<file path="src/rtl/threshold_sequencer.sv">
// Frame-synchronous enable/threshold controller for the delayed-gray thresholder: frame mean via serial divide.
// Latency: iFrameEnd to oMeanValid is CNT_W+8+1 cycles; enable/threshold change one cycle after iFrameStart.
// No backpressure: a frame end that arrives while dividing is dropped and flagged on sticky oOverrun.
// Optional: define THRESH_SEQ_SMOOTH_EN to IIR-smooth the auto threshold (average of old and new, round half up).
`timescale 1ns/1ps

module threshold_sequencer #(
  parameter int         CNT_W          = 20,
  parameter logic [7:0] DEFAULT_THRESH = 8'd128
) (
  input  logic       iCLK,
  input  logic       iRST_N,
  input  logic       iSwEnable,
  input  logic       iAuto,
  input  logic [7:0] iManualThreshold,
  input  logic [7:0] iOffset,
  input  logic [7:0] iGray,
  input  logic       iGrayValid,
  input  logic       iFrameStart,
  input  logic       iFrameEnd,
  output logic       oEnable,
  output logic [7:0] oThreshold,
  output logic [7:0] oMean,
  output logic       oMeanValid,
  output logic       oBusy,
  output logic       oOverrun
);

  // Sum width covers a full-count frame of 255-valued pixels without overflow.
  localparam int SUM_W  = CNT_W + 8;
  localparam int STEP_W = $clog2(SUM_W + 1);

  localparam logic [CNT_W-1:0]  CNT_MAX   = {CNT_W{1'b1}};
  localparam logic [STEP_W-1:0] LAST_STEP = STEP_W'(SUM_W - 1);

  localparam logic [1:0] S_IDLE = 2'd0;
  localparam logic [1:0] S_DIV  = 2'd1;
  localparam logic [1:0] S_DONE = 2'd2;

  // ---------------------------------------------------------------------------
  // Pixel accumulation
  // ---------------------------------------------------------------------------
  logic [SUM_W-1:0] sum_q, sum_d;
  logic [CNT_W-1:0] cnt_q, cnt_d;
  logic             take_pix;
  logic [SUM_W-1:0] sum_inc;
  logic [CNT_W-1:0] cnt_inc;
  logic [SUM_W-1:0] snap_sum;
  logic [CNT_W-1:0] snap_cnt;

  // Once the counter saturates both sum and count freeze so the mean stays sane.
  assign take_pix = iGrayValid && (cnt_q != CNT_MAX);
  assign sum_inc  = sum_q + SUM_W'(iGray);
  assign cnt_inc  = cnt_q + CNT_W'(1);

  // The snapshot includes a pixel that arrives in the frame-end cycle itself.
  assign snap_sum = take_pix ? sum_inc : sum_q;
  assign snap_cnt = take_pix ? cnt_inc : cnt_q;

  // Accumulator next state: clear at frame end, otherwise add valid pixels.
  always_comb begin
    sum_d = sum_q;
    cnt_d = cnt_q;
    if (iFrameEnd) begin
      sum_d = '0;
      cnt_d = '0;
    end else if (take_pix) begin
      sum_d = sum_inc;
      cnt_d = cnt_inc;
    end
  end

  // Accumulator registers.
  always_ff @(posedge iCLK or negedge iRST_N) begin
    if (!iRST_N) begin
      sum_q <= '0;
      cnt_q <= '0;
    end else begin
      sum_q <= sum_d;
      cnt_q <= cnt_d;
    end
  end

  // ---------------------------------------------------------------------------
  // Control FSM and restoring divider
  // ---------------------------------------------------------------------------
  logic [1:0]        state_q, state_d;
  logic [SUM_W-1:0]  dvd_q, dvd_d;   // dividend, shifted out MSB first
  logic [CNT_W-1:0]  dvs_q, dvs_d;   // divisor (pixel count)
  logic [CNT_W-1:0]  rem_q, rem_d;   // partial remainder, always < divisor
  logic [SUM_W-1:0]  quo_q, quo_d;
  logic [STEP_W-1:0] step_q, step_d;

  logic              accept;
  logic              last_step;
  logic [CNT_W:0]    rem_sh;
  logic              rem_ge;
  logic [SUM_W-1:0]  quo_nx;
  logic [7:0]        quo_sat;

  // A new frame is only taken when the divider is free and the frame had pixels;
  // the DONE cycle is free, so back-to-back frames are not falsely dropped.
  assign accept    = iFrameEnd && (state_q != S_DIV) && (snap_cnt != '0);
  assign last_step = (step_q == LAST_STEP);

  // One restoring-division step: bring down the next dividend bit, trial subtract.
  assign rem_sh  = {rem_q, dvd_q[SUM_W-1]};
  assign rem_ge  = (rem_sh >= {1'b0, dvs_q});
  assign quo_nx  = (quo_q << 1) | SUM_W'(rem_ge);
  assign quo_sat = (|(quo_nx >> 8)) ? 8'hFF : quo_nx[7:0];

  // FSM next state: IDLE -> DIV for SUM_W steps -> DONE for one cycle.
  always_comb begin
    state_d = state_q;
    case (state_q)
      S_IDLE:  if (accept) state_d = S_DIV;
      S_DIV:   if (last_step) state_d = S_DONE;
      S_DONE:  state_d = accept ? S_DIV : S_IDLE;
      default: state_d = S_IDLE;
    endcase
  end

  // Divider datapath next state: load on accept, otherwise step while dividing.
  always_comb begin
    dvd_d  = dvd_q;
    dvs_d  = dvs_q;
    rem_d  = rem_q;
    quo_d  = quo_q;
    step_d = step_q;
    if (accept) begin
      dvd_d  = snap_sum;
      dvs_d  = snap_cnt;
      rem_d  = '0;
      quo_d  = '0;
      step_d = '0;
    end else if (state_q == S_DIV) begin
      dvd_d  = dvd_q << 1;
      rem_d  = CNT_W'(rem_ge ? (rem_sh - {1'b0, dvs_q}) : rem_sh);
      quo_d  = quo_nx;
      step_d = step_q + STEP_W'(1);
    end
  end

  // FSM and divider registers.
  always_ff @(posedge iCLK or negedge iRST_N) begin
    if (!iRST_N) begin
      state_q <= S_IDLE;
      dvd_q   <= '0;
      dvs_q   <= '0;
      rem_q   <= '0;
      quo_q   <= '0;
      step_q  <= '0;
    end else begin
      state_q <= state_d;
      dvd_q   <= dvd_d;
      dvs_q   <= dvs_d;
      rem_q   <= rem_d;
      quo_q   <= quo_d;
      step_q  <= step_d;
    end
  end

  // ---------------------------------------------------------------------------
  // Mean, overrun and pending auto threshold
  // ---------------------------------------------------------------------------
  logic [7:0]        mean_q, mean_d;
  logic              ovr_q, ovr_d;
  logic [7:0]        pend_q, pend_d;
  logic signed [9:0] mean_off;
  logic [7:0]        clamp_res;
  logic [7:0]        pend_new;

  // mean + signed offset spans -128..382, so a 10-bit signed sum never wraps.
  assign mean_off  = $signed({2'b00, mean_q}) + $signed({{2{iOffset[7]}}, iOffset});
  assign clamp_res = mean_off[9] ? 8'd0 : (mean_off[8] ? 8'hFF : mean_off[7:0]);

`ifdef THRESH_SEQ_SMOOTH_EN
  // Average of previous and new target, rounding half up; 255+255+1 fits 9 bits.
  assign pend_new = 8'(({1'b0, pend_q} + {1'b0, clamp_res} + 9'd1) >> 1);
`else
  assign pend_new = clamp_res;
`endif

  // Mean is written on the final divide step so it is valid throughout DONE;
  // the pending threshold is derived from it during DONE.
  always_comb begin
    mean_d = mean_q;
    ovr_d  = ovr_q;
    pend_d = pend_q;
    if ((state_q == S_DIV) && last_step) mean_d = quo_sat;
    if (iFrameEnd && (state_q == S_DIV)) ovr_d = 1'b1;
    if (state_q == S_DONE) pend_d = pend_new;
  end

  // Mean, overrun and pending threshold registers.
  always_ff @(posedge iCLK or negedge iRST_N) begin
    if (!iRST_N) begin
      mean_q <= '0;
      ovr_q  <= 1'b0;
      pend_q <= DEFAULT_THRESH;
    end else begin
      mean_q <= mean_d;
      ovr_q  <= ovr_d;
      pend_q <= pend_d;
    end
  end

  // ---------------------------------------------------------------------------
  // Frame-aligned apply
  // ---------------------------------------------------------------------------
  logic       en_q, en_d;
  logic [7:0] thr_q, thr_d;

  // Outputs only move at frame start; a DONE in the same cycle still sees the
  // old pending value, so the new one waits for the following frame.
  always_comb begin
    en_d  = en_q;
    thr_d = thr_q;
    if (iFrameStart) begin
      en_d  = iSwEnable;
      thr_d = iAuto ? pend_q : iManualThreshold;
    end
  end

  // Applied enable/threshold registers.
  always_ff @(posedge iCLK or negedge iRST_N) begin
    if (!iRST_N) begin
      en_q  <= 1'b0;
      thr_q <= DEFAULT_THRESH;
    end else begin
      en_q  <= en_d;
      thr_q <= thr_d;
    end
  end

  assign oEnable    = en_q;
  assign oThreshold = thr_q;
  assign oMean      = mean_q;
  assign oMeanValid = (state_q == S_DONE);
  assign oBusy      = (state_q == S_DIV);
  assign oOverrun   = ovr_q;

endmodule

</file>
<file path="config.mk">
export PLATFORM = sky130hd
export DESIGN_NAME = threshold_sequencer
export DESIGN_NICKNAME = d
export VERILOG_FILES = /design/src/rtl/threshold_sequencer.sv
export SDC_FILE = /design/constraint.sdc
export NUM_CORES = 1
export LEC_CHECK = 0
export BUFFER_PORTS_ARGS = -buffer_cell sky130_fd_sc_hd__buf_4
export CAP_MARGIN = 30
export CORE_MARGIN = 2
export CORE_UTILIZATION = 50
export CTS_CLUSTER_DIAMETER = 40
export CTS_CLUSTER_SIZE = 25
export DETAILED_ROUTE_END_ITERATION = 8
export PLACE_DENSITY = 0.67
export SLEW_MARGIN = 20
export SYNTH_ARGS = -nofsm -noshare
export SYNTH_HDL_FRONTEND = slang
export SYNTH_SLANG_ARGS = --single-unit
</file>
<file path="constraint.sdc">
create_clock -name iCLK -period 3.95 [get_ports iCLK]
set_clock_uncertainty 0.2 [all_clocks]
set_input_delay 0.5925 -clock iCLK [delete_from_list [all_inputs] [get_ports iCLK]]
set_output_delay 0.5925 -clock iCLK [all_outputs]
set_load 0.02 [all_outputs]
</file>
==> qor.yml, run 1 <==
synth_ff_type: "dfrtp_1"
routedWlPerCell_um: 15.6
cts.repair.resized: 0
route.met3.wl_um: 640
grt_start_max_net_pins: 96
netlist_area_mm2: 0.00991
route.antenna.remaining_nets: 0
post_drt_via_cell_ratio: 5.55
hold_path.class: "in -> reg"
cts-htree-levels: 4
drt_pass1_iterations: 5
place_hpwl_um: 14700
arrival_ns: 3.64
initial_core_util_pct: 50.9
syn_inst: 1044
via_count: 7578
slew_viol_final: 0
dr.max_layer_used: "met4"
grtUsageTotal_pct: 21.8
critical_path_peak_fanout: 22
worst_setup_path_start_kind: "register"
unique_masters_post_synth: 73
fmaxAchievable_ghz: 0.284
timing.critical_path.required_ns: 4.07
cts_tree: "done"
finalHoldViolations: 0
layout-area-overhead-vs-synth_pct: 13.4
design_power_total_mw: 8.57
critical_path.top_delay_family: "simple AND/OR/NAND/NOR gates"
place.gp.congestion: 0.922
yosys_warnings: 0
max-slew-margin-rel_pct: 36.4
die_h_um: 145
multiInputGateArea_mm2: 0.00509
first_iter_violations: 506
grt_antenna_before_repair: 0
met2WireLength_um: 9950
drc: 0
io_pins: 51
fraction_of_final_layout_cells_with_drive_strength_greater_than_1_pct: 14.9
setup_viol: 0
tritoncts_num_sinks: 176
design.final.nets: 1160
cts_buffers: 17
area_enclosed_by_the_die_boundary_mm2: 0.0210
synth_sequential_area_ratio_pct: 44.5
synth.net_count: 1117
flip_flop_and_latch_count_after_synthesis: 176
number_of_global_route_vias_before_repair: 7256
max-clock-path-buffers: 2
max_cap_viol_count: 0
static_power_due_to_leakage_nw: 5.02
synth_enable_flop_cells: 0
worst-r2r-setup-slack_ns: 0.43
finalCritPeriodShare_pct: 89.2
clock_latency_ns: 0.44
fin_ws_ns: 0.426
run_status: "complete, no violations"
synth_area_per_cell_um2: 9.49
endpoint_kind: "register"
die_width_um: 145
portbufs: 50
synth_async_sr_flop_share_pct: 100
placeableCoreArea_mm2: 0.0195
timing.setup.critical_path_class: "reg -> reg"
grt_setup_unrepaired: "no"
max_stage_delay_ns: 0.47
cts.reportedPaths.clkPinSlew_ns: 0.07
first_pass_grt_wire_length_um: 36400
cp_slowest_cell: "o21ai_0"
worst_pin_slew_ns: 0.952
fillers: 1726
core.rowCount: 51
wire_length_after_detailed_routing_um: 21300
area.sequential_mm2: 0.00441
critical_path_cell_sequence: "ha_1 > and3_1 > nand4_1 > o21ai_0 > nand3_1 > nor4_4 > a21boi_4 > mux2i_1 > mux2_2"
place_worst_setup_slack_ns: 0.279
totalNegativeSetupSlack_ns: 0
drt-met1-wl_um: 10400
period_minus_slack_ns: 3.52
clock_tree.root_cell: "clkbuf_16"
power_density_mw_per_mm2: 763
grt-ovfl-total: 0
critical_path_buf_inv_count: 0
diode_insertion_count_for_antenna_repair: 0
irDropWorstVdd_mv: 0.344
[path summary, 6_finish.rpt]
path | cells past startpoint | endpoint | from
worst max-delay path | 9 | dvd_q[25] | cnt_q[0]
worst min-delay path | 2 | oEnable | iSwEnable
worst max register to register | 9 | dvd_q[25] | cnt_q[0]
worst min register to register | 1 | oOverrun | oOverrun
max in group asynchronous | 4 | dvs_q[13] | iRST_N
min in group asynchronous | 2 | sum_q[4] | iRST_N
[placed cells by master, fill, tap and decap left out, types with 5 or more instances in the layout]
cell type and instances:
and2_1 20, o21a_1 6, buf_4 66, mux2i_1 44, o21ai_0 24, nor2b_1 7
o22a_1 8, mux2_2 14, clkbuf_16 17, a21oi_1 76, inv_1 52, a21oi_2 20
xnor2_1 37, ha_1 39, nand3_1 18, nor2_1 124, o22ai_1 5, nand4_1 14
nand2_1 107, nor4_1 11, or3_1 8, or2_2 6, dfrtp_1 174, and4_1 6
xor2_1 25, a21o_1 7, a22o_1 10, a211oi_1 34, a211o_1 5, nor3_1 16
and3_1 9
[sequential cells by signal, summed over array words and instances, names as in the netlist]
register / count
oThreshold: 8
oEnable: 1
oMean: 8
rem_q: 20
pend_q: 8
cnt_q: 20
dvs_q: 20
dvd_q: 28
step_q: 5
quo_q: 27
oOverrun: 1
sum_q: 28
state_q: 2
[repair_timing]
item,CTS,global route
setup buffers,0,0
hold endpoints to repair,0,44
hold buffers,0,1
[through the flow]
stage	cells	cell area [um^2]	hold WS (ns)	utilization, %
finish	1365	11200	0.192	57.7
global route	1365	11200	0.180	57.7
CTS	1362	11200	0.0646	57.4
detailed placement	1330	10600	0.246	54.3
global placement	1330	10600	0.253	54.3
floorplan	1044	9910	0.0969	-
[power breakdown]
group / leakage [nW] / internal, mW / total (mW) / switching (mW)
Sequential: 2.27 / 2.37 / 2.75 / 0.376
Combinational: 2.46 / 1.84 / 4.11 / 2.27
Clock: 0.293 / 0.929 / 1.70 / 0.776
Total: 5.02 / 5.14 / 8.57 / 3.42
[worst reg2reg max path: stages, from the launching register on]
cell and delay, ns:
dfrtp_1 0.45, ha_1 0.26, and3_1 0.26, nand4_1 0.26
o21ai_0 0.47, nand3_1 0.23, nor4_4 0.46, a21boi_4 0.32
mux2i_1 0.21, mux2_2 0.29
[synth_stat cells, types with 5 or more instances]
| master | count | area (um^2) |
|---|---|---|
| dfrtp_1 | 174 | 4350 |
| nor2_1 | 124 | 465 |
| nand2_1 | 107 | 402 |
| a21oi_1 | 76 | 380 |
| inv_1 | 53 | 199 |
| mux2i_1 | 44 | 440 |
| ha_1 | 39 | 488 |
| xnor2_1 | 37 | 324 |
| a211oi_1 | 34 | 255 |
| clkbuf_1 | 31 | 116 |
| xor2_1 | 25 | 219 |
| o21ai_0 | 24 | 120 |
| a21oi_2 | 21 | 184 |
| and2_1 | 20 | 125 |
| nand3_1 | 18 | 90.1 |
| nor3_1 | 16 | 80.1 |
| mux2_2 | 14 | 158 |
| nand4_1 | 14 | 87.6 |
| nor4_1 | 11 | 68.8 |
| a22o_1 | 10 | 87.6 |
| and3_1 | 9 | 56.3 |
| buf_2 | 8 | 40.0 |
| o22a_1 | 8 | 70.1 |
| or3_1 | 8 | 50.1 |
| a21o_1 | 7 | 52.6 |
| nor2b_1 | 7 | 43.8 |
| and4_1 | 6 | 52.6 |
| o21a_1 | 6 | 45.0 |
| or2_2 | 6 | 37.5 |
| a211o_1 | 5 | 43.8 |
| nand2b_1 | 5 | 31.3 |
| o22ai_1 | 5 | 31.3 |
[layout make-up]
| class | instances | area share (%) |
|---|---|---|
| Multi-Input combinational cell | 767 | 45.3 |
| Sequential cell | 176 | 39.2 |
| Timing Repair Buffer | 72 | 5.45 |
| Clock buffer | 19 | 4.03 |
| Tap cell | 265 | 2.95 |
| Inverter | 53 | 1.77 |
| Clock inverter | 13 | 1.25 |
[cell families after synthesis]
| kind of cell | share of synthesized area, % |
|---|---|
| muxes | 6.03 |
| buffers and inverters | 4.24 |
| DFF | 44.5 |
| and+or+nand+nor | 17.9 |
| adders and majority gates | 5.53 |
| AOI/OAI and AO/OA | 16.2 |
| xor gates and xnor gates | 5.64 |
[layer usage]
metal | global-route usage (%) | up-vias
li1 | - | 3769
met1 | 31.0 | 3660
met2 | 34.4 | 126
met3 | 3.85 | 23
met4 | 6.08 | 0
met5 | 0 | -
No activity file was read; power rests on OpenSTA's default activity.
==> inputs of run 2 (changes only) <==
--- a/config.mk
+++ b/config.mk
@@ -8,11 +8,11 @@
 export BUFFER_PORTS_ARGS = -buffer_cell sky130_fd_sc_hd__buf_4
 export CAP_MARGIN = 30
 export CORE_MARGIN = 2
-export CORE_UTILIZATION = 50
+export CORE_UTILIZATION = 62
 export CTS_CLUSTER_DIAMETER = 40
 export CTS_CLUSTER_SIZE = 25
 export DETAILED_ROUTE_END_ITERATION = 8
-export PLACE_DENSITY = 0.67
+export PLACE_DENSITY = 0.81
 export SLEW_MARGIN = 20
 export SYNTH_ARGS = -nofsm -noshare
 export SYNTH_HDL_FRONTEND = slang
==> run 2 against run 1 <==
- count of clock-buffer cells in the layout is 1 lower
- first-iteration DRC count is 17% higher
- core utilization is 13 points higher
- combinational power is 2% higher
- hold slack better by 0.0070 ns
- final cell count is 3.9% lower
- flip-flop and latch count stayed put
- largest cell class unchanged
==> qor.yml, run 2 (synthesis results as in run 1) <==
portbufs: 50
fraction_of_final_layout_cells_with_drive_strength_greater_than_1_pct: 14.5
first_iter_violations: 594
worst_setup_path_start_kind: "register"
routedWlPerCell_um: 16.7
core.rowCount: 46
critical_path_cell_sequence: "ha_1 > nand2_1 > nor4_2 > a21oi_1 > o221ai_1 > nor4_4 > a21boi_4 > mux2i_1 > mux2_2"
finalHoldViolations: 0
critical_path_cell_count: 9
cts.reportedPaths.clkPinSlew_ns: 0.07
layout-area-overhead-vs-synth_pct: 12.6
die_h_um: 130
grt_setup_unrepaired: "no"
place.gp.congestion: 0.910
grt-ovfl-total: 0
post-cts-setup-buffers: 0
period_minus_slack_ns: 3.55
irDropWorstVdd_mv: 0.507
design.final.nets: 1157
grt-busiest-layer: "met2"
first_pass_grt_wire_length_um: 37100
placeableCoreArea_mm2: 0.0158
io_pins: 51
drt_pass1_iterations: 7
dpl-instance-area_mm2: 0.0105
worst-r2r-setup-slack_ns: 0.40
setup_viol: 0
wire_length_after_detailed_routing_um: 22000
start_point_of_the_worst_min_delay_path: "iSwEnable"
die_width_um: 130
endpoint_kind: "register"
number_of_global_route_vias_before_repair: 7720
slew_viol_final: 0
worst_pin_slew_ns: 0.884
route.antenna.remaining_nets: 0
global_routing_usage_on_met2_pct: 45.8
place_hpwl_um: 14800
finalCritPeriodShare_pct: 90.0
cts_buffers: 17
met1_usage_pct: 36.6
critical_path.reg2reg.startpoint: "cnt_q[0]"
via_count: 7764
grtUsageTotal_pct: 27.3
power_density_mw_per_mm2: 785
initial_core_util_pct: 62.8
max-clock-path-buffers: 2
static_power_due_to_leakage_nw: 5.00
whs_endpoint: "oEnable"
max-slew-margin-rel_pct: 40.9
clock_latency_ns: 0.43
post_drt_via_cell_ratio: 5.92
cp_slowest_cell: "a21boi_4"
tritoncts_num_sinks: 176
fmaxAchievable_ghz: 0.281
diode_insertion_count_for_antenna_repair: 0
arrival_ns: 3.67
drc: 0
grt_antenna_before_repair: 0
area_enclosed_by_the_die_boundary_mm2: 0.0170
run_status: "complete, no violations"
critical_path_peak_fanout: 22
timing.setup.critical_path_class: "reg -> reg"
holdPathStages: 2
cts-htree-levels: 4
max_stage_delay_ns: 0.72
grt_start_max_net_pins: 74
postLayoutCellArea_mm2: 0.0112
critical_path.top_delay_family: "compound AO/OA/AOI/OAI gates"
reg.largest.list: "dvd_q x28, sum_q x28, quo_q x27"
regToRegEndpoint: "dvd_q[10]"
totalNegativeSetupSlack_ns: 0
critical_path_buf_inv_count: 0
timing.critical_path.required_ns: 4.06
global_route.usage.met3_pct: 4.64
max_cap_viol_count: 0
cts_tree: "done"
hold_path.class: "in -> reg"
layout.cells.most_common_list: "dfrtp_1, nor2_1, nand2_1"
clock_tree.root_cell: "clkbuf_16"
layout.cells.most_common: "dfrtp_1"
reg2reg_depth: 9
==> run 2: cell types whose count changed in the layout (fill, tap and decap cells not counted), sizes merged <==
cell | before | now
inv | 61 | 58
clkbuf | 19 | 18
clkinvlp | 1 | 3
clkinv | 3 | 1
buf | 71 | 68
bufinv | 1 | 4
==> run 2: how the worst max path moves through the flow <==
stage	from	endpoint	slack, ns
2_1_floorplan	iGrayValid	dvd_q[25]	1.00
3_3_place_gp	cnt_q[0]	dvs_q[0]	0.31
3_5_place_dp	cnt_q[0]	dvs_q[0]	0.21
4_1_cts	cnt_q[0]	dvs_q[11]	0.19
5_1_grt	cnt_q[0]	dvd_q[10]	0.18
6_report	cnt_q[0]	dvd_q[10]	0.40
==> run 2: final cells by class <==
cell class / count / area, um^2
Fill cell: 1192 / 4610
Sequential cell: 176 / 4410
Clock inverter: 13 / 200
Clock buffer: 18 / 429
Inverter: 53 / 199
Multi-Input combinational cell: 767 / 5090
Timing Repair Buffer: 69 / 557
Tap cell: 216 / 270
==> run 2: report_power, final <==
part           switching, mW  internal (mW)  leakage (nW)  total [mW]
registers              0.390           2.38          2.27        2.77
clock network          0.740           1.07         0.297        1.81
logic                   2.34           1.84          2.44        4.18
==> run 2: metal layers <==
layer / vias up / part of all wire, %
met3: 41 / 4.1
li1: 3751 / -
met4: 0 / 2.5
met2: 190 / 50
met5: - / 0
met1: 3782 / 44
==> run 2: stage by stage <==
step / setup WS, ns / total power [mW] / hold WS [ns] / cells / utilization, %
final: 0.396 / 8.76 / 0.199 / 1312 / 70.7
after global routing: 0.178 / 9.44 / 0.193 / 1312 / 70.7
after CTS: 0.193 / 8.74 / 0.190 / 1311 / 70.6
after floorplan: 1.00 / 5.91 / 0.0969 / 1044 / -
after detailed placement: 0.207 / 6.86 / 0.253 / 1279 / 66.5
after global placement: 0.310 / 6.71 / 0.245 / 1279 / 66.5
==> run 2: repair_timing <==
action,4_1_cts,5_1_grt
hold endpoints to repair,20,0
endpoints found under the setup margin,0,0
hold buffers,1,0
gates resized for setup,0,0
==> run 2: worst reg2reg max path, delay by kind of cell, from the launching register on <==
kind / cells / cell delay [ns]
AO/OA/AOI/OAI: 3 / 1.23
AND/OR/NAND/NOR: 3 / 0.80
multiplexers: 2 / 0.49
flip-flops: 1 / 0.45
adder cells (fa/ha/maj): 1 / 0.26
==> inputs of run 3 (changes only) <==
--- a/config.mk
+++ b/config.mk
@@ -13,6 +13,7 @@
 export CTS_CLUSTER_SIZE = 25
 export DETAILED_ROUTE_END_ITERATION = 8
 export PLACE_DENSITY = 0.81
+export SETUP_SLACK_MARGIN = 0.4
 export SLEW_MARGIN = 20
 export SYNTH_ARGS = -nofsm -noshare
 export SYNTH_HDL_FRONTEND = slang
==> run 3 against run 2 <==
- core utilization rose by 0.29 points
- largest power group unchanged
- critical path depth is 1 higher
- wire length up 2.3%
- sequential power is essentially flat
- sequential share of layout area fell by 0.16 points
- first-iteration DRC count is 13% higher
- die area unchanged
- global-route usage is 0.42 points higher
- largest cell class unchanged
- critical path type unchanged
==> qor.yml, run 3 (synthesis results as in run 1) <==
run_status: "complete, no violations"
power.clock.fraction_pct: 20.7
portbufs: 50
area_enclosed_by_the_die_boundary_mm2: 0.0170
drt_pass1_iterations: 5
reg.largest.list: "dvd_q x28, sum_q x28, quo_q x27"
period_minus_slack_ns: 3.32
placeableCoreArea_mm2: 0.0158
layout-area-overhead-vs-synth_pct: 13.0
max-clock-path-buffers: 2
fillers: 1177
sequentialPowerShare_pct: 31.5
totalNegativeSetupSlack_ns: 0
core.rowCount: 46
critical_path_cell_sequence: "ha_1 > fa_1 > a21oi_1 > o311ai_0 > nor2b_1 > nor2_1 > and3_1 > xnor2_1 > mux2i_1 > mux2_2"
first_iter_violations: 672
cp_slowest_cell: "fa_1"
fraction_of_final_layout_cells_with_drive_strength_greater_than_1_pct: 14.9
slew_viol_final: 0
grt_antenna_before_repair: 0
place_hpwl_um: 14800
design.final.nets: 1161
finalHoldViolations: 0
fin_util_pct: 71.0
number_of_global_route_vias_before_repair: 7762
routedWlPerCell_um: 17.1
internal_power_mw: 5.29
max_stage_delay_ns: 0.41
clock_latency_ns: 0.43
grt-ovfl-total: 0
cts-htree-levels: 4
grt_start_max_net_pins: 74
first_pass_grt_wire_length_um: 37600
setup_viol: 0
power_switching_share_pct: 39.8
static_power_due_to_leakage_nw: 5.03
place.gp.congestion: 0.910
cts_tree: "done"
cts_buffers: 17
max_cap_viol_count: 0
endpoint_kind: "register"
arrival_ns: 3.43
critical_path_peak_fanout: 7
die_width_um: 130
tritoncts_num_sinks: 176
layout.cells.most_common_list: "dfrtp_1, nor2_1, nand2_1"
switching_power_mw: 3.50
grt_setup_unrepaired: "no"
route.antenna.remaining_nets: 0
diode_insertion_count_for_antenna_repair: 0
combPwrFrac_pct: 47.8
wire_length_after_detailed_routing_um: 22500
irDropWorstVdd_mv: 0.518
timing.critical_path.required_ns: 4.06
grtUsageTotal_pct: 27.7
drc: 0
worst_setup_path_start_kind: "register"
power_density_mw_per_mm2: 784
initial_core_util_pct: 62.8
via_count: 7826
fmaxAchievable_ghz: 0.301
die_h_um: 130
cts.reportedPaths.clkPinSlew_ns: 0.07
hold_path.class: "in -> reg"
timing.setup.critical_path_class: "reg -> reg"
layout.cells.most_common: "dfrtp_1"
clock_tree.root_cell: "clkbuf_16"
max-slew-margin-rel_pct: 53.8
io_pins: 51
finalCritPeriodShare_pct: 84.1
worst_pin_slew_ns: 0.693
post_drt_via_cell_ratio: 5.95
-- run 3: changes by cell type in the layout (fill, tap and decap cells not counted) --
cell      change
and3_2        +1
o21ai_0       -1
buf_16        -1
o21ai_1       +1
and3_1        -1
a21oi_2       +2
nor4_4        +1
a21boi_4      +1
buf_6         +3
nor4_2        -1
buf_4         -1
-- run 3: worst paths after layout --
| check | startpoint | endpoint | slack, ns | depth (start not counted) |
|---|---|---|---|---|
| worst min-delay path | iSwEnable | oEnable | 0.20 | 2 |
| worst max-delay path | sum_q[0] | dvd_q[10] | 0.63 | 10 |
| worst max register to register | sum_q[0] | dvd_q[10] | 0.63 | 10 |
| min in group asynchronous | iRST_N | sum_q[5] | 0.53 | 2 |
| worst min register to register | oOverrun | oOverrun | 0.26 | 1 |
| max in group asynchronous | iRST_N | quo_q[10] | 2.09 | 3 |
-- run 3: cell type report --
cell class | instances | area [um^2] | share of cell area, %
clock buffers | 18 | 429 | 3.83
clock inverters | 13 | 200 | 1.79
inverters | 53 | 199 | 1.78
multi-input cells | 770 | 5140 | 45.9
flip-flops and latches | 176 | 4410 | 39.3
well taps | 216 | 270 | 2.41
repair buffers | 70 | 556 | 4.96
-- run 3: stage by stage --
step | instance area, um^2 | hold slack [ns] | power [mW] | setup WS (ns) | instances
global placement | 10500 | 0.245 | 6.71 | 0.310 | 1279
finish | 11200 | 0.198 | 8.78 | 0.628 | 1316
global route | 11200 | 0.193 | 9.45 | 0.371 | 1316
floorplan | 9910 | 0.0969 | 5.91 | 1.00 | 1044
detailed placement | 10500 | 0.253 | 6.86 | 0.207 | 1279
CTS | 11100 | 0.190 | 8.74 | 0.357 | 1312
-- run 3: layer usage --
layer	routed length, um	part of all wire, %	global-route usage [%]	vias up
met5	0	0	0	-
met4	545	2.4	8.57	0
met3	900	4.0	4.68	45
met2	11100	49	46.3	187
met1	9910	44	37.4	3827
li1	-	-	-	3767
-- run 3: timing repair --
action,4_1_cts,5_1_grt
buffers inserted,0,1
setup endpoints to repair,50,100
gates cloned,1,2
pin swaps,2,3
hold buffers,1,0
resized for setup,0,6
hold endpoints to repair,20,0
-- run 3: critical path, delay by kind of cell (launching register included) --
family                   cells  cell delay (ns)
AO/OA/AOI/OAI                2             0.46
XOR/XNOR                     1             0.24
adder cells (fa/ha/maj)      2             0.64
flip-flops                   1             0.39
multiplexers                 2             0.42
AND/OR/NAND/NOR              3             0.87
-- run 3: power by group through the flow --
stage | Clock (mW) | Combinational (mW) | Sequential, mW
detailed placement | 0 | 4.08 | 2.78
global route | 1.91 | 4.70 | 2.83
global placement | 0 | 3.95 | 2.76
floorplan | 0 | 3.19 | 2.72
finish | 1.82 | 4.20 | 2.76
CTS | 1.83 | 4.15 | 2.76
